==> config.mk <==
export PLATFORM = sky130hd
export DESIGN_NAME = instr_fetch_unit
export DESIGN_NICKNAME = d
export VERILOG_FILES = /design/src/rtl/instr_fetch_unit.sv
export SDC_FILE = /design/constraint.sdc
export NUM_CORES = 1
export LEC_CHECK = 0
export CELL_PAD_IN_SITES_DETAIL_PLACEMENT = 1
export CELL_PAD_IN_SITES_GLOBAL_PLACEMENT = 2
export CORE_MARGIN = 3
export CORE_UTILIZATION = 31
export DETAILED_ROUTE_END_ITERATION = 7
export GPL_ROUTABILITY_DRIVEN = 0
export MAX_ROUTING_LAYER = met4
export PLACE_DENSITY_LB_ADDON = 0.1
export SLEW_MARGIN = 10
export SYNTH_ARGS = -nofsm -noshare
export SYNTH_HDL_FRONTEND = slang
export SYNTH_SLANG_ARGS = --single-unit
export TNS_END_PERCENT = 50
==> constraint.sdc <==
create_clock -name clk -period 8.1 [get_ports clk]
set_input_delay 0.81 -clock clk [delete_from_list [all_inputs] [get_ports clk]]
set_output_delay 0.81 -clock clk [all_outputs]
set_load 0.01 [all_outputs]
==> src/rtl/instr_fetch_unit.sv <==
// Instruction fetch unit: owns the PC, fetches one word at a time over a
// req/gnt + rvalid memory port and hands instructions downstream with valid/ready.
// Taken-branch redirects replace the PC, and any fetch already in flight is discarded.
// Optional build macro IFETCH_STALL_CNT_EN adds the stall_cnt output, a saturating
// count of cycles spent waiting on instruction memory.
module instr_fetch_unit #(
    parameter logic [31:0] RESET_PC = 32'h0000_0000,
    parameter int unsigned XLEN     = 32
) (
    input  logic            clk,
    input  logic            rst,
    output logic            imem_req,
    output logic [XLEN-1:0] imem_addr,
    input  logic            imem_gnt,
    input  logic            imem_rvalid,
    input  logic [XLEN-1:0] imem_rdata,
    output logic            instr_valid,
    input  logic            instr_ready,
    output logic [XLEN-1:0] instr,
    output logic [XLEN-1:0] instr_pc,
    input  logic            redirect_valid,
    input  logic [XLEN-1:0] redirect_target
`ifdef IFETCH_STALL_CNT_EN
    ,
    output logic [31:0]     stall_cnt
`endif
);

    typedef enum logic [1:0] {
        S_IDLE = 2'd0,
        S_REQ  = 2'd1,
        S_WAIT = 2'd2,
        S_HOLD = 2'd3
    } state_e;

    localparam logic [XLEN-1:0] RESET_PC_W = {RESET_PC[XLEN-1:2], 2'b00};
    localparam logic [XLEN-1:0] PC_STEP    = XLEN'(4);

    state_e          state_q;
    logic [XLEN-1:0] pc_q;
    logic [XLEN-1:0] req_pc_q;
    logic [XLEN-1:0] instr_q;
    logic [XLEN-1:0] instr_pc_q;
    logic            instr_valid_q;
    logic            kill_q;
    logic [XLEN-1:0] redir_pc;
    logic            unused_redir_lsbs;

    // Redirect targets are word aligned; the two low bits are dropped.
    assign redir_pc          = {redirect_target[XLEN-1:2], 2'b00};
    assign unused_redir_lsbs = ^redirect_target[1:0];

    // Memory request decoded from registered state only.
    assign imem_req  = (state_q == S_REQ);
    assign imem_addr = imem_req ? pc_q : '0;

    assign instr_valid = instr_valid_q;
    assign instr       = instr_q;
    assign instr_pc    = instr_pc_q;

    // Fetch FSM; redirect takes priority over every other event in each state.
    always_ff @(posedge clk or posedge rst) begin
        if (rst) begin
            state_q       <= S_IDLE;
            pc_q          <= RESET_PC_W;
            req_pc_q      <= '0;
            instr_q       <= '0;
            instr_pc_q    <= '0;
            instr_valid_q <= 1'b0;
            kill_q        <= 1'b0;
        end else begin
            case (state_q)
                S_IDLE: begin
                    if (redirect_valid) begin
                        pc_q <= redir_pc;
                    end
                    state_q <= S_REQ;
                end
                S_REQ: begin
                    if (imem_gnt) begin
                        req_pc_q <= pc_q;
                        state_q  <= S_WAIT;
                        if (redirect_valid) begin
                            pc_q   <= redir_pc;
                            kill_q <= 1'b1;
                        end
                    end else if (redirect_valid) begin
                        pc_q <= redir_pc;
                    end
                end
                S_WAIT: begin
                    if (imem_rvalid) begin
                        kill_q <= 1'b0;
                        if (redirect_valid) begin
                            pc_q    <= redir_pc;
                            state_q <= S_REQ;
                        end else if (kill_q) begin
                            state_q <= S_REQ;
                        end else begin
                            instr_q       <= imem_rdata;
                            instr_pc_q    <= req_pc_q;
                            pc_q          <= req_pc_q + PC_STEP;
                            instr_valid_q <= 1'b1;
                            state_q       <= S_HOLD;
                        end
                    end else if (redirect_valid) begin
                        pc_q   <= redir_pc;
                        kill_q <= 1'b1;
                    end
                end
                S_HOLD: begin
                    if (redirect_valid) begin
                        instr_valid_q <= 1'b0;
                        pc_q          <= redir_pc;
                        state_q       <= S_REQ;
                    end else if (instr_ready) begin
                        instr_valid_q <= 1'b0;
                        state_q       <= S_REQ;
                    end
                end
                default: begin
                    state_q <= S_IDLE;
                end
            endcase
        end
    end

`ifdef IFETCH_STALL_CNT_EN
    logic [31:0] stall_cnt_q;
    logic        stall_cycle;

    assign stall_cycle = ((state_q == S_REQ) && !imem_gnt) ||
                         ((state_q == S_WAIT) && !imem_rvalid);
    assign stall_cnt   = stall_cnt_q;

    // Saturating count of cycles lost to memory grant/response latency.
    always_ff @(posedge clk or posedge rst) begin
        if (rst) begin
            stall_cnt_q <= '0;
        end else if (stall_cycle && (stall_cnt_q != 32'hFFFF_FFFF)) begin
            stall_cnt_q <= stall_cnt_q + 32'd1;
        end
    end
`endif

endmodule

# Word-level counts from Yosys, hierarchy flattened
# Cells that the tools add are included.
# classes
add_sub_neg	1
eq_ne	9
muxes	23
n_bitwise	2
n_reduce_logical	9
# op_table
operator	n
2-to-1 mux 32 bit	5
case mux 32 bit (2 select lines)	1
adder 32 x 3 -> 32 bit, second input constant	1
2-to-1 mux 2 bit	6
2-to-1 mux 1 bit	8
case mux 2 bit (4 select lines)	1
inequality test 2 bit, second input constant	3
AND reduction 5 bit	1
equality test 2 bit, second input constant	2
inequality test 4 bit, second input constant	1
case mux 1 bit (2 select lines)	2
AND reduction 2 bit	2
AND reduction 4 bit	1
nonzero test 2 bit	2
inequality test 3 bit, second input constant	1
AND reduction 3 bit	1
OR reduction 3 bit	1
equality test 2 x 1 -> 1 bit, second input constant	1
logical NOT 2 bit	1
inequality test 2 x 1 -> 1 bit, second input constant	1
inverter 1 bit	2
# word_totals
register_bits	132
inputBits	70
output_inout_bits	98
word_cells	51

# Depth between registers and ports, before layout
# depth
depth_word	5
mapped_depth	9
mapped_depth_nobuf	7

# Worst setup path before layout
# OpenSTA, ideal clock, no wires.
# synth_timing
path_kind	register -> output
start	register state_q[1]
end	output port imem_addr[10]
arrival_ns	1.286
required_time_ns	7.290
path_slack_ns	6.004
stages_incl_launch_ff	6
n_path_buf	2
path_cell_list	dfrtp_1 inv_1 ha_1 clkbuf_1 clkbuf_1 and2_1
# synth_between
elab_chain_cells	2
# synth_rtl
item	line_no	rtl
from (decl)	39	state_e state_q;
from (signal assigned)	64	state_q <= S_IDLE;
from (signal assigned)	77	state_q <= S_REQ;
from (signal assigned)	82	state_q <= S_WAIT;
equality test 2 x 1 -> 1 bit	54	assign imem_req = (state_q == S_REQ);
named net imem_req	12	output logic imem_req,
2-to-1 mux 32 bit	55	assign imem_addr = imem_req ? pc_q : '0;
to (decl)	13	output logic [XLEN-1:0] imem_addr,
# The timed path passes the listed nets, and every way through them passes these cells.

# Final worst setup path
# layout_timing
start	register state_q[1]
end	output port imem_addr[18]
# layout_between
elab_chain_cells	2
# layout_rtl
item	line_no
equality test 2 x 1 -> 1 bit	54
2-to-1 mux 32 bit	55
# Every way passes these cells.

==> impl_metrics.csv <==
group,metric,value,unit
die,die_height,147,um
synthesis,synth_largest_area_cell,"dfrtp_1",
synthesis,synth_top_cell_area_share,0.536,
clock_tree,tritoncts,"built",
final_layout,fin_util,0.456,
setup_path,endpoint_kind,"output port",
timing,drv_slew,0,
synthesis,seq_area_frac_synth,0.536,
worst_hold_path,min-delay-start,"instr_pc[28]",
global_routing,grt-busiest-layer,"met2",
clock_tree,root_buffer,"clkbuf_16",
power,vdd_drop_max,0.156,mV
synthesis,synth-seq-cells,132,
route,vias,5128,
synthesis,syn_area,6160,sq um
setup_path,crit_arrival,2.58,ns
job,maxCapViolCount,0,
setup_path,startpoint_type,"flop",
power,p_leak,3.93,nW
route,wl_per_cell,17.8,um
timing,fin_crit,3.39,ns
clock_tree,numClockSinks,132,
route,final_antenna_net_count,0,
placement,port_buffers,165,
final_layout,area_delta_synth_final,41.3,%
clock_tree,cts_buffers,17,
clock_tree,clkTransAtPathRegs,0.06,ns
clock_tree,h-tree-depth,4,
setup_path,startpoint,"state_q[1]",
timing,worst_pin_slew,0.807,ns
clock_tree,ctsHoldBuffers,0,
placement,dp_hpwl,12900,um
route,via_per_inst,4.77,
clock_tree,clockBufferDepth,2,
setup_path,path_class,"flop to output port",
die,die_area,21600,sq um
clock_tree,cts_setup_buffers,0,
route,drtIter0Drc,215,
global_routing,grt_max_degree,77,
route,dr.pass1.iters,4,
timing,holdWs,0.471,ns
final_layout,drive_gt1_frac,0.109,
global_routing,met2_usage,0.299,
synthesis,yosysWarnings,0,
worst_hold_path,hold_path_class,"flop to flop",
placement,dpl_cell_area,8040,sq um
power,p_per_area,324,nW/um^2
timing,finClkSkew,0.00869,ns
synthesis,synth-main-ff-cell,"dfrtp_1",
synthesis,synth_nets,722,
die,coreArea,19100,sq um
die,fp.dieW,147,um
synthesis,synth_area_leaders,"dfrtp_1 (54%), nand2_1 (14%), mux2_2 (5.9%)",
synthesis,syn_inst,647,
synthesis,synthArstFlopShare,1.00,
final_layout,final_nets,878,
global_routing,met3_usage,0.0466,
synthesis,synth_enable_flop_cells,0,
timing,finalHoldViolations,0,
global_routing,grt_overflow,0,
final_layout,n_antenna_cell,0,
timing,finalSetupTns,0,ns
die,start_util,0.323,
final_layout,fin_area,8700,sq um
synthesis,syn_avg_cell_area,9.52,sq um
timing,slew_headroom,0.462,
die,pin_count,168,
setup_path,r2r_start,"state_q[0]",
run_status,status,"finished, final reports clean",
die,core.rowCount,50,
global_routing,antenna_found_initial,0,
global_routing,grt_pass1_wl,31200,um
route,drc,0,
setup_path,critical_path_required,7.29,ns
global_routing,use_met1,0.238,
timing,fmax,295,MHz
global_routing,grt_use_total,0.188,
clock_tree,clkLatencyLatePin,0.42,ns
final_layout,mostFrequentLayoutCells,"nand2_1 (231), clkdlybuf4s50_1 (164), dfrtp_1 (132)",
timing,setup_violations,0,
clock_tree,cts_resized,0,
synthesis,synth.distinct_cells,44,
setup_path,cp_max_fo,25,
route,route.final.wire_length,19200,um
final_layout,layout_commonest_cell,"nand2_1",
timing,period_share,0.418,
global_routing,grt_pass1_vias,5640,
timing,rsz0062_at_grt,"no",
## routing by layer
layer | routed length (um) | share of wire
met5 | 0 | 0
met1 | 8850 | 0.46
met3 | 888 | 0.046
met4 | 261 | 0.014
met2 | 9180 | 0.48
## state kept, by name, indices dropped and copies added, names as in the netlist
| signal | count |
|---|---|
| pc_q | 32 |
| instr_pc | 32 |
| instr_valid | 1 |
| state_q | 2 |
| req_pc_q | 32 |
| kill_q | 1 |
| instr | 32 |
## worst paths after layout
check                                end  slack (ns)  cells past startpoint
setup / recovery           imem_addr[18]        4.71                      5
hold / removal              instr_pc[28]        0.47                      2
setup reg to reg             instr_valid        4.97                      8
hold reg to reg             instr_pc[28]        0.47                      2
max in group asynchronous      instr[11]        5.92                      3
min in group asynchronous      instr[24]        0.89                      2
## metrics by stage
stage	worst slack [ns]	total power, mW	cells
finish	4.71	2.82	1076
global route	4.56	2.99	1076
CTS	4.67	2.86	1076
detailed placement	4.63	1.98	1044
global placement	4.67	1.95	1044
floorplan	3.76	1.49	647
## layout make-up
type	count	area (sq um)
Fill cell	2118	10400
Sequential cell	132	3300
Multi-Input combinational cell	471	2680
Timing Repair Buffer	171	1690
Clock buffer	20	457
Tap cell	260	325
Clock inverter	12	203
Inverter	10	42.5
## worst max-delay path, cell delays in order, from the launching register on
cell             delay, ns
dfrtp_1               0.40
inv_1                 0.11
ha_1                  0.47
buf_4                 0.39
and2_1                0.23
clkdlybuf4s50_1       0.56
## cells in the mapped netlist, types with 9 or more instances
| master | instances |
|---|---|
| a21oi_1 | 24 |
| clkbuf_1 | 18 |
| nand2_1 | 232 |
| buf_2 | 12 |
| mux2_2 | 32 |
| inv_1 | 10 |
| o21ai_0 | 9 |
| dfrtp_1 | 132 |
| o21ai_1 | 11 |
| nor2_1 | 26 |
| o221ai_1 | 9 |
| xor2_1 | 20 |
| and2_1 | 34 |
| nand3_1 | 10 |
## cells by family (layout without fill, tap and decap cells)
family          Yosys count  after routing  share of synthesized area
compound gates           64             64                     0.0656
xor+xnor                 28             28                     0.0398
fa+ha+maj                 5              5                     0.0102
buf+inv                  44            213                     0.0299
flops                   132            132                      0.536
mux                      35             35                     0.0634
simple gates            339            339                      0.255
## report_power, final
group	internal, mW	switching, mW
logic	0.491	0.413
registers	0.848	0.204
clock network	0.564	0.303
Power figures use the tool's default switching activity.
